<file path="config.mk">
export PLATFORM = sky130hd
export DESIGN_NAME = alu_issue_ctrl
export DESIGN_NICKNAME = d
export VERILOG_FILES = /design/src/rtl/alu_issue_ctrl.sv
export SDC_FILE = /design/constraint.sdc
export NUM_CORES = 1
export LEC_CHECK = 0
export ABC_AREA = 1
export BUFFER_PORTS_ARGS = -buffer_cell sky130_fd_sc_hd__buf_2
export CORE_ASPECT_RATIO = 0.5
export CORE_MARGIN = 10
export CORE_UTILIZATION = 35
export CTS_BUF_LIST = sky130_fd_sc_hd__clkbuf_8
export DETAILED_ROUTE_END_ITERATION = 12
export GPL_TIMING_DRIVEN = 1
export SLEW_MARGIN = 20
export SYNTH_ARGS = -nofsm -noshare
export SYNTH_HDL_FRONTEND = slang
export SYNTH_SLANG_ARGS = --single-unit
</file>
<file path="constraint.sdc">
create_clock -name clk -period 2 [get_ports clk]
set_input_delay 0.4 -clock clk [delete_from_list [all_inputs] [get_ports clk]]
set_output_delay 0.4 -clock clk [all_outputs]
set_load 0.01 [all_outputs]
</file>
<file path="src/rtl/alu_issue_ctrl.sv">
// alu_issue_ctrl
// Multi-cycle issue sequencer on the driving side of the ALU. Accepts one
// LEGv8 instruction word per handshake, decodes it, presents Aluopt/Shamp/
// AluSrcImm for one EXEC cycle, samples the returned Z/N flags and resolves
// CBZ/CBNZ/B.cond/B before presenting datapath strobes under DoneValid.
//
// Build option: ILLEGAL_TRAP_EN
//   defined   - an undecoded opcode locks the sequencer in TRAP with a sticky
//               Illegal and InstrReady low until reset; no DoneValid for it.
//   undefined - an undecoded opcode runs as a NOP through the full sequence and
//               Illegal pulses alongside its DoneValid.
//
// state   | meaning
// IDLE    | InstrReady=1, waiting for an instruction
// DECODE  | latched word decoded into op, strobes and branch kind
// EXEC    | Aluopt/Shamp/AluSrcImm presented; flags sampled at end of cycle
// RESOLVE | branch decision formed from the flag register
// DONE    | DoneValid=1, every output frozen until DoneReady
// TRAP    | sticky Illegal, nothing accepted until reset

module alu_issue_ctrl #(
   parameter int OPW = 4,
   parameter int SHW = 6
) (
   input  logic           clk,
   input  logic           reset,
   input  logic           InstrValid,
   output logic           InstrReady,
   input  logic [31:0]    Instr,
   output logic [OPW-1:0] Aluopt,
   output logic [SHW-1:0] Shamp,
   output logic           AluSrcImm,
   input  logic           Z,
   input  logic [1:0]     N,
   output logic           RegWrite,
   output logic           MemRead,
   output logic           MemWrite,
   output logic           MemToReg,
   output logic           BranchTaken,
   output logic           Illegal,
   output logic           DoneValid,
   input  logic           DoneReady
);

   typedef enum logic [2:0] {
      S_IDLE,
      S_DECODE,
      S_EXEC,
      S_RESOLVE,
      S_DONE,
      S_TRAP
   } state_t;

   typedef enum logic [2:0] {
      BR_NONE,
      BR_CBZ,
      BR_CBNZ,
      BR_COND,
      BR_UNC
   } br_t;

   localparam logic [OPW-1:0] OP_ADD   = OPW'(0);
   localparam logic [OPW-1:0] OP_SUB   = OPW'(1);
   localparam logic [OPW-1:0] OP_AND   = OPW'(2);
   localparam logic [OPW-1:0] OP_ORR   = OPW'(3);
   localparam logic [OPW-1:0] OP_EOR   = OPW'(5);
   localparam logic [OPW-1:0] OP_LSL   = OPW'(6);
   localparam logic [OPW-1:0] OP_LSR   = OPW'(7);
   localparam logic [OPW-1:0] OP_PASSB = OPW'(8);

   state_t      state;

   // Only the instruction fields the sequencer actually consumes are kept.
   logic [10:0] opc_q;
   logic [5:0]  sh_q;
   logic [3:0]  cond_q;

   // Decoded controls parked between DECODE and RESOLVE.
   br_t         br_q;
   logic        rw_q;
   logic        mr_q;
   logic        mw_q;
   logic        m2r_q;
   logic        ill_q;

   // Flag register: Nq from the latest SUB/SUBI, Zq from the latest PASS-B.
   logic [1:0]  Nq;
   logic        Zq;

   // Combinational decode of the latched opcode.
   logic [OPW-1:0] d_op;
   logic           d_imm;
   logic           d_rw;
   logic           d_mr;
   logic           d_mw;
   logic           d_m2r;
   logic           d_ill;
   br_t            d_br;

   logic           trap_now;
   logic           branch_now;

   // B.cond evaluation; Nq[0] = (A-B >= 0), Nq[1] = (A-B != 0).
   function automatic logic cond_taken(input logic [3:0] cond, input logic [1:0] nq);
      logic t;
      case (cond)
         4'h0:    t = !nq[1];
         4'h1:    t = nq[1];
         4'hA:    t = nq[0];
         4'hB:    t = !nq[0];
         4'hC:    t = nq[0] & nq[1];
         4'hD:    t = !nq[0] | !nq[1];
         4'hE:    t = 1'b1;
         default: t = 1'b0;
      endcase
      return t;
   endfunction

   // Opcode decode: ALU op, operand select, datapath strobes and branch kind.
   always_comb begin
      d_op  = OP_ADD;
      d_imm = 1'b0;
      d_rw  = 1'b0;
      d_mr  = 1'b0;
      d_mw  = 1'b0;
      d_m2r = 1'b0;
      d_ill = 1'b0;
      d_br  = BR_NONE;
      casez (opc_q)
         11'b10001011000: begin d_op = OP_ADD; d_rw = 1'b1; end
         11'b11001011000: begin d_op = OP_SUB; d_rw = 1'b1; end
         11'b10001010000: begin d_op = OP_AND; d_rw = 1'b1; end
         11'b10101010000: begin d_op = OP_ORR; d_rw = 1'b1; end
         11'b11001010000: begin d_op = OP_EOR; d_rw = 1'b1; end
         11'b11010011011: begin d_op = OP_LSL; d_rw = 1'b1; end
         11'b11010011010: begin d_op = OP_LSR; d_rw = 1'b1; end
         11'b1001000100?: begin d_op = OP_ADD; d_imm = 1'b1; d_rw = 1'b1; end
         11'b1101000100?: begin d_op = OP_SUB; d_imm = 1'b1; d_rw = 1'b1; end
         11'b11111000010: begin
            d_op  = OP_ADD;
            d_imm = 1'b1;
            d_mr  = 1'b1;
            d_m2r = 1'b1;
            d_rw  = 1'b1;
         end
         11'b11111000000: begin d_op = OP_ADD; d_imm = 1'b1; d_mw = 1'b1; end
         11'b10110100???: begin d_op = OP_PASSB; d_br = BR_CBZ; end
         11'b10110101???: begin d_op = OP_PASSB; d_br = BR_CBNZ; end
         11'b01010100???: begin d_op = OP_PASSB; d_br = BR_COND; end
         // Unconditional B needs no ALU result; op stays at ADD.
         11'b000101?????: begin d_op = OP_ADD; d_br = BR_UNC; end
         default:         d_ill = 1'b1;
      endcase
   end

`ifdef ILLEGAL_TRAP_EN
   assign trap_now = d_ill;
`else
   assign trap_now = 1'b0;
`endif

   // Branch decision from the flag register as it stands in RESOLVE.
   always_comb begin
      branch_now = 1'b0;
      case (br_q)
         BR_CBZ:  branch_now = !Zq;
         BR_CBNZ: branch_now = Zq;
         BR_COND: branch_now = cond_taken(cond_q, Nq);
         BR_UNC:  branch_now = 1'b1;
         default: branch_now = 1'b0;
      endcase
   end

   // Sequencer FSM with registered outputs and the flag register.
   always_ff @(posedge clk) begin
      if (reset) begin
         state       <= S_IDLE;
         InstrReady  <= 1'b1;
         Aluopt      <= '0;
         Shamp       <= '0;
         AluSrcImm   <= 1'b0;
         RegWrite    <= 1'b0;
         MemRead     <= 1'b0;
         MemWrite    <= 1'b0;
         MemToReg    <= 1'b0;
         BranchTaken <= 1'b0;
         Illegal     <= 1'b0;
         DoneValid   <= 1'b0;
         opc_q       <= '0;
         sh_q        <= '0;
         cond_q      <= '0;
         br_q        <= BR_NONE;
         rw_q        <= 1'b0;
         mr_q        <= 1'b0;
         mw_q        <= 1'b0;
         m2r_q       <= 1'b0;
         ill_q       <= 1'b0;
         Nq          <= '0;
         Zq          <= 1'b0;
      end else begin
         case (state)
            S_IDLE: begin
               if (InstrValid && InstrReady) begin
                  opc_q      <= Instr[31:21];
                  sh_q       <= Instr[15:10];
                  cond_q     <= Instr[3:0];
                  InstrReady <= 1'b0;
                  state      <= S_DECODE;
               end
            end
            S_DECODE: begin
               if (trap_now) begin
                  Illegal <= 1'b1;
                  state   <= S_TRAP;
               end else begin
                  Aluopt    <= d_op;
                  // An undecoded word behaves as a NOP, so no shift amount either.
                  Shamp     <= d_ill ? '0 : SHW'(sh_q);
                  AluSrcImm <= d_imm;
                  rw_q      <= d_rw;
                  mr_q      <= d_mr;
                  mw_q      <= d_mw;
                  m2r_q     <= d_m2r;
                  ill_q     <= d_ill;
                  br_q      <= d_br;
                  state     <= S_EXEC;
               end
            end
            S_EXEC: begin
               if (Aluopt == OP_SUB) begin
                  Nq <= N;
               end
               if (Aluopt == OP_PASSB) begin
                  Zq <= Z;
               end
               state <= S_RESOLVE;
            end
            S_RESOLVE: begin
               BranchTaken <= branch_now;
               RegWrite    <= rw_q;
               MemRead     <= mr_q;
               MemWrite    <= mw_q;
               MemToReg    <= m2r_q;
               Illegal     <= ill_q;
               DoneValid   <= 1'b1;
               state       <= S_DONE;
            end
            S_DONE: begin
               // InstrReady rises only after this edge, so acceptance waits a cycle.
               if (DoneReady) begin
                  Aluopt      <= '0;
                  Shamp       <= '0;
                  AluSrcImm   <= 1'b0;
                  RegWrite    <= 1'b0;
                  MemRead     <= 1'b0;
                  MemWrite    <= 1'b0;
                  MemToReg    <= 1'b0;
                  BranchTaken <= 1'b0;
                  Illegal     <= 1'b0;
                  DoneValid   <= 1'b0;
                  InstrReady  <= 1'b1;
                  state       <= S_IDLE;
               end
            end
            S_TRAP: begin
               Illegal    <= 1'b1;
               InstrReady <= 1'b0;
            end
            default: state <= S_IDLE;
         endcase
      end
   end

endmodule
</file>
==> metrics.txt <==
Slew HR 0.752; WP data arrival around 1.7 ns; Num Clock Sinks 52; Setup WS post-layout roughly 0.52 ns; fmax between 600 and 700 MHz; Worst Skew 0.0164 ns; site row count 21; Nets approximately 430; sequential share of the synthesized area 0.415; Placement Cell Area between 0.002 and 0.003 sq mm; Hold Path Sink sh_q[2]; area delta synth->final 16.4%; CTS resizes 0; Reg2Reg Depth 8; Setup Buffers After CTS 0; Min-Delay Path Class input port to flop; Vias/cell ~4.7; Slew @ Worst Pin between 0.3 and 0.4 ns; Synth cell types 31; GRT Util Overall 0.108; Reg2Reg Setup Slack a little over 0.5 ns; most frequent cells in the layout nand2_1, dfxtp_1, buf_2; DRC Markers 0; status complete, no violations; DIE HEIGHT approximately 80 microns; routed vias about 2300; Tmin final approximately 1.5 ns; critical path launch point type flop; CTS tree yes; asr flop ratio synth 0; largest net degree at the start of global routing 39; fin area ~0.003 sq mm; antenna-violating nets left 0; initial core utilization 0.368; reg2reg start opc_q[6]; syn avg cell area approximately 7.3 sq um; Max Buffers Root-to-Sink 2; number of I/O pins 58; Num CTS Buffers 5; CP Capture Type flop; fin crit share 0.740; H-Tree Depth 2; die area between 0.01 and 0.015 sq mm; Routed wire per std cell 12.5 microns; synthesized cell area roughly 0.0025 sq mm; Hold Path Cell Cnt 3; post-synth net total 381; worst r2r dst Shamp[0]; layout cells sized above 1 0.259; Adder-Cell Fraction of Synth Area 0; power density over the cells around 910 mW/mm^2; Filler cells 735; clk slew on worst S/H paths roughly 0.1 ns; worst skew pair latency 0.31 ns; GR Layer Usage met1 0.149; sw frac 0.362; commonest non-fill, non-tap cell in the layout nand2_1; Core Area ~0.0068 sq mm; Placement Setup Slack approximately 0.48 ns; Required @ worst endpoint around 2.3 ns; Post-synth EDFFs 0; Synth Register Bits 52; Reg area roughly 0.0010 sq mm; critical path class flop to flop; Final setup viols 0; GRT met2 Usage 0.158; HPWL after detailed placement 4.60 mm; DR pass1 iterations 4; gr busiest metal met2; Hold Violations, Final 0; Synth Area in Compound Gates 0.183; unrepaired setup endpoints after global routing no; Post-CTS Hold Fix Bufs 0; area occupied by multi-input gates about 0.0012 sq mm; dpl cells around 470; diodes inserted 0; initial DRC count around 180; setup_tns 0 ns; routability cong. ~0.9; first-pass GRT wire length approximately 10 mm; yosys warns 0; port bufs 46; Synth Area in XOR/XNOR 0; sequential fraction of design power 0.488; M3 GR Usage 0.0315; hold wc startpoint Instr[12]; crit-path max FO 7; CTS root buf clkbuf_8; initial antenna violation count 0; most common flop cell mapped by yosys dfxtp_1; Max Slew Vio Count 0; Clock power frac 0.230; leak pwr roughly 1.3 nW; largest family of logic cells by synthesized area simple AND/OR/NAND/NOR gates; Finished Core Util 0.429; mux contribution to synthesized area 0; drt total wl a little over 6 mm; cell-internal power 0.00170 W; Psw between 0.0009 and 0.001 W; Synth Area in Simple Gates 0.303; Max VDD drop 0.333 mV; # Max-Cap Violations 0; die width 140 microns; final cell count without fillers a little under 500; Cells after Synth approximately 340; number of global-route vias before repair roughly 2100; gr ovfl total 0; Comb pwr share 0.282
## critical path, cell delays in order (launching register included)
cell     delay [ns]
dfxtp_1        0.43
nand2_1        0.07
nor2_1         0.18
nand3_1        0.22
nand3_2        0.15
nor2_2         0.05
nand3_4        0.12
nand3_2        0.08
a21oi_2        0.11
## state kept, by name, summed over array words and instances, names as in the netlist, 2 cells and up
signal  cells
opc_q      11
Shamp       6
sh_q        6
Aluopt      4
cond_q      4
br_q        3
state       3
Nq          2
## worst max-delay path by stage
stage	start	to	slack, ns	cells past startpoint
global route	opc_q[6]	Shamp[0]	0.34	8
global placement	InstrValid	opc_q[2]	0.50	7
floorplan	reset	cond_q[3]	0.72	6
finish	opc_q[6]	Shamp[0]	0.52	8
detailed placement	InstrValid	opc_q[0]	0.48	7
CTS	state[2]	opc_q[0]	0.52	7
## layout make-up
type / instances / area share
Sequential cell: 52 / 0.357
Clock buffer: 5 / 0.0236
Clock inverter: 3 / 0.00772
Tap cell: 92 / 0.0394
Multi-Input combinational cell: 235 / 0.417
Timing Repair Buffer: 53 / 0.101
Inverter: 42 / 0.0540
## synth_stat cells, types with 2 or more instances
cell type | n | area [sq um]
nand3_1 | 21 | 105
nand3b_1 | 2 | 15.0
nor3_1 | 3 | 15.0
o211ai_1 | 3 | 22.5
clkbuf_1 | 4 | 15.0
dfxtp_1 | 52 | 1040
nor2_2 | 6 | 37.5
nand2_2 | 3 | 18.8
nand4_1 | 4 | 25.0
nor2_1 | 38 | 143
buf_6 | 4 | 45.0
a32o_1 | 2 | 20.0
nand3_2 | 9 | 90.1
o21ai_0 | 26 | 130
buf_4 | 2 | 15.0
inv_2 | 10 | 37.5
buf_2 | 3 | 15.0
nor3_4 | 2 | 32.5
inv_1 | 32 | 120
o21ai_1 | 11 | 55.1
nand2_1 | 62 | 233
a21oi_1 | 28 | 140
a21oi_2 | 7 | 61.3
## stage by stage
stage               power [W]  hold slack (ns)
global route          0.00286            0.304
global placement      0.00207            0.448
detailed placement    0.00207            0.451
CTS                   0.00269            0.301
finish                0.00266            0.306
floorplan             0.00188            0.434
## power groups by stage
| stage | clock, W | sequential, W | combinational (W) |
|---|---|---|---|
| after floorplan | 0 | 0.00131 | 0.000578 |
| after global placement | 0 | 0.00132 | 0.000750 |
| after detailed placement | 0 | 0.00132 | 0.000753 |
| after CTS | 0.000633 | 0.00130 | 0.000756 |
| after global routing | 0.000672 | 0.00132 | 0.000865 |
| final | 0.000613 | 0.00130 | 0.000752 |
## layer usage
metal / up-vias / share of wire
met5: - / 0
met4: 0 / 0.010
met3: 4 / 0.047
met2: 36 / 0.42
met1: 1018 / 0.53
li1: 1218 / -
## kinds of logic after synthesis
kind of cell	Yosys count
buffers and inverters	55
DFF	52
AOI/OAI and AO/OA	81
and+or+nand+nor	154
Note: power is estimated with default switching activity, not from simulation.
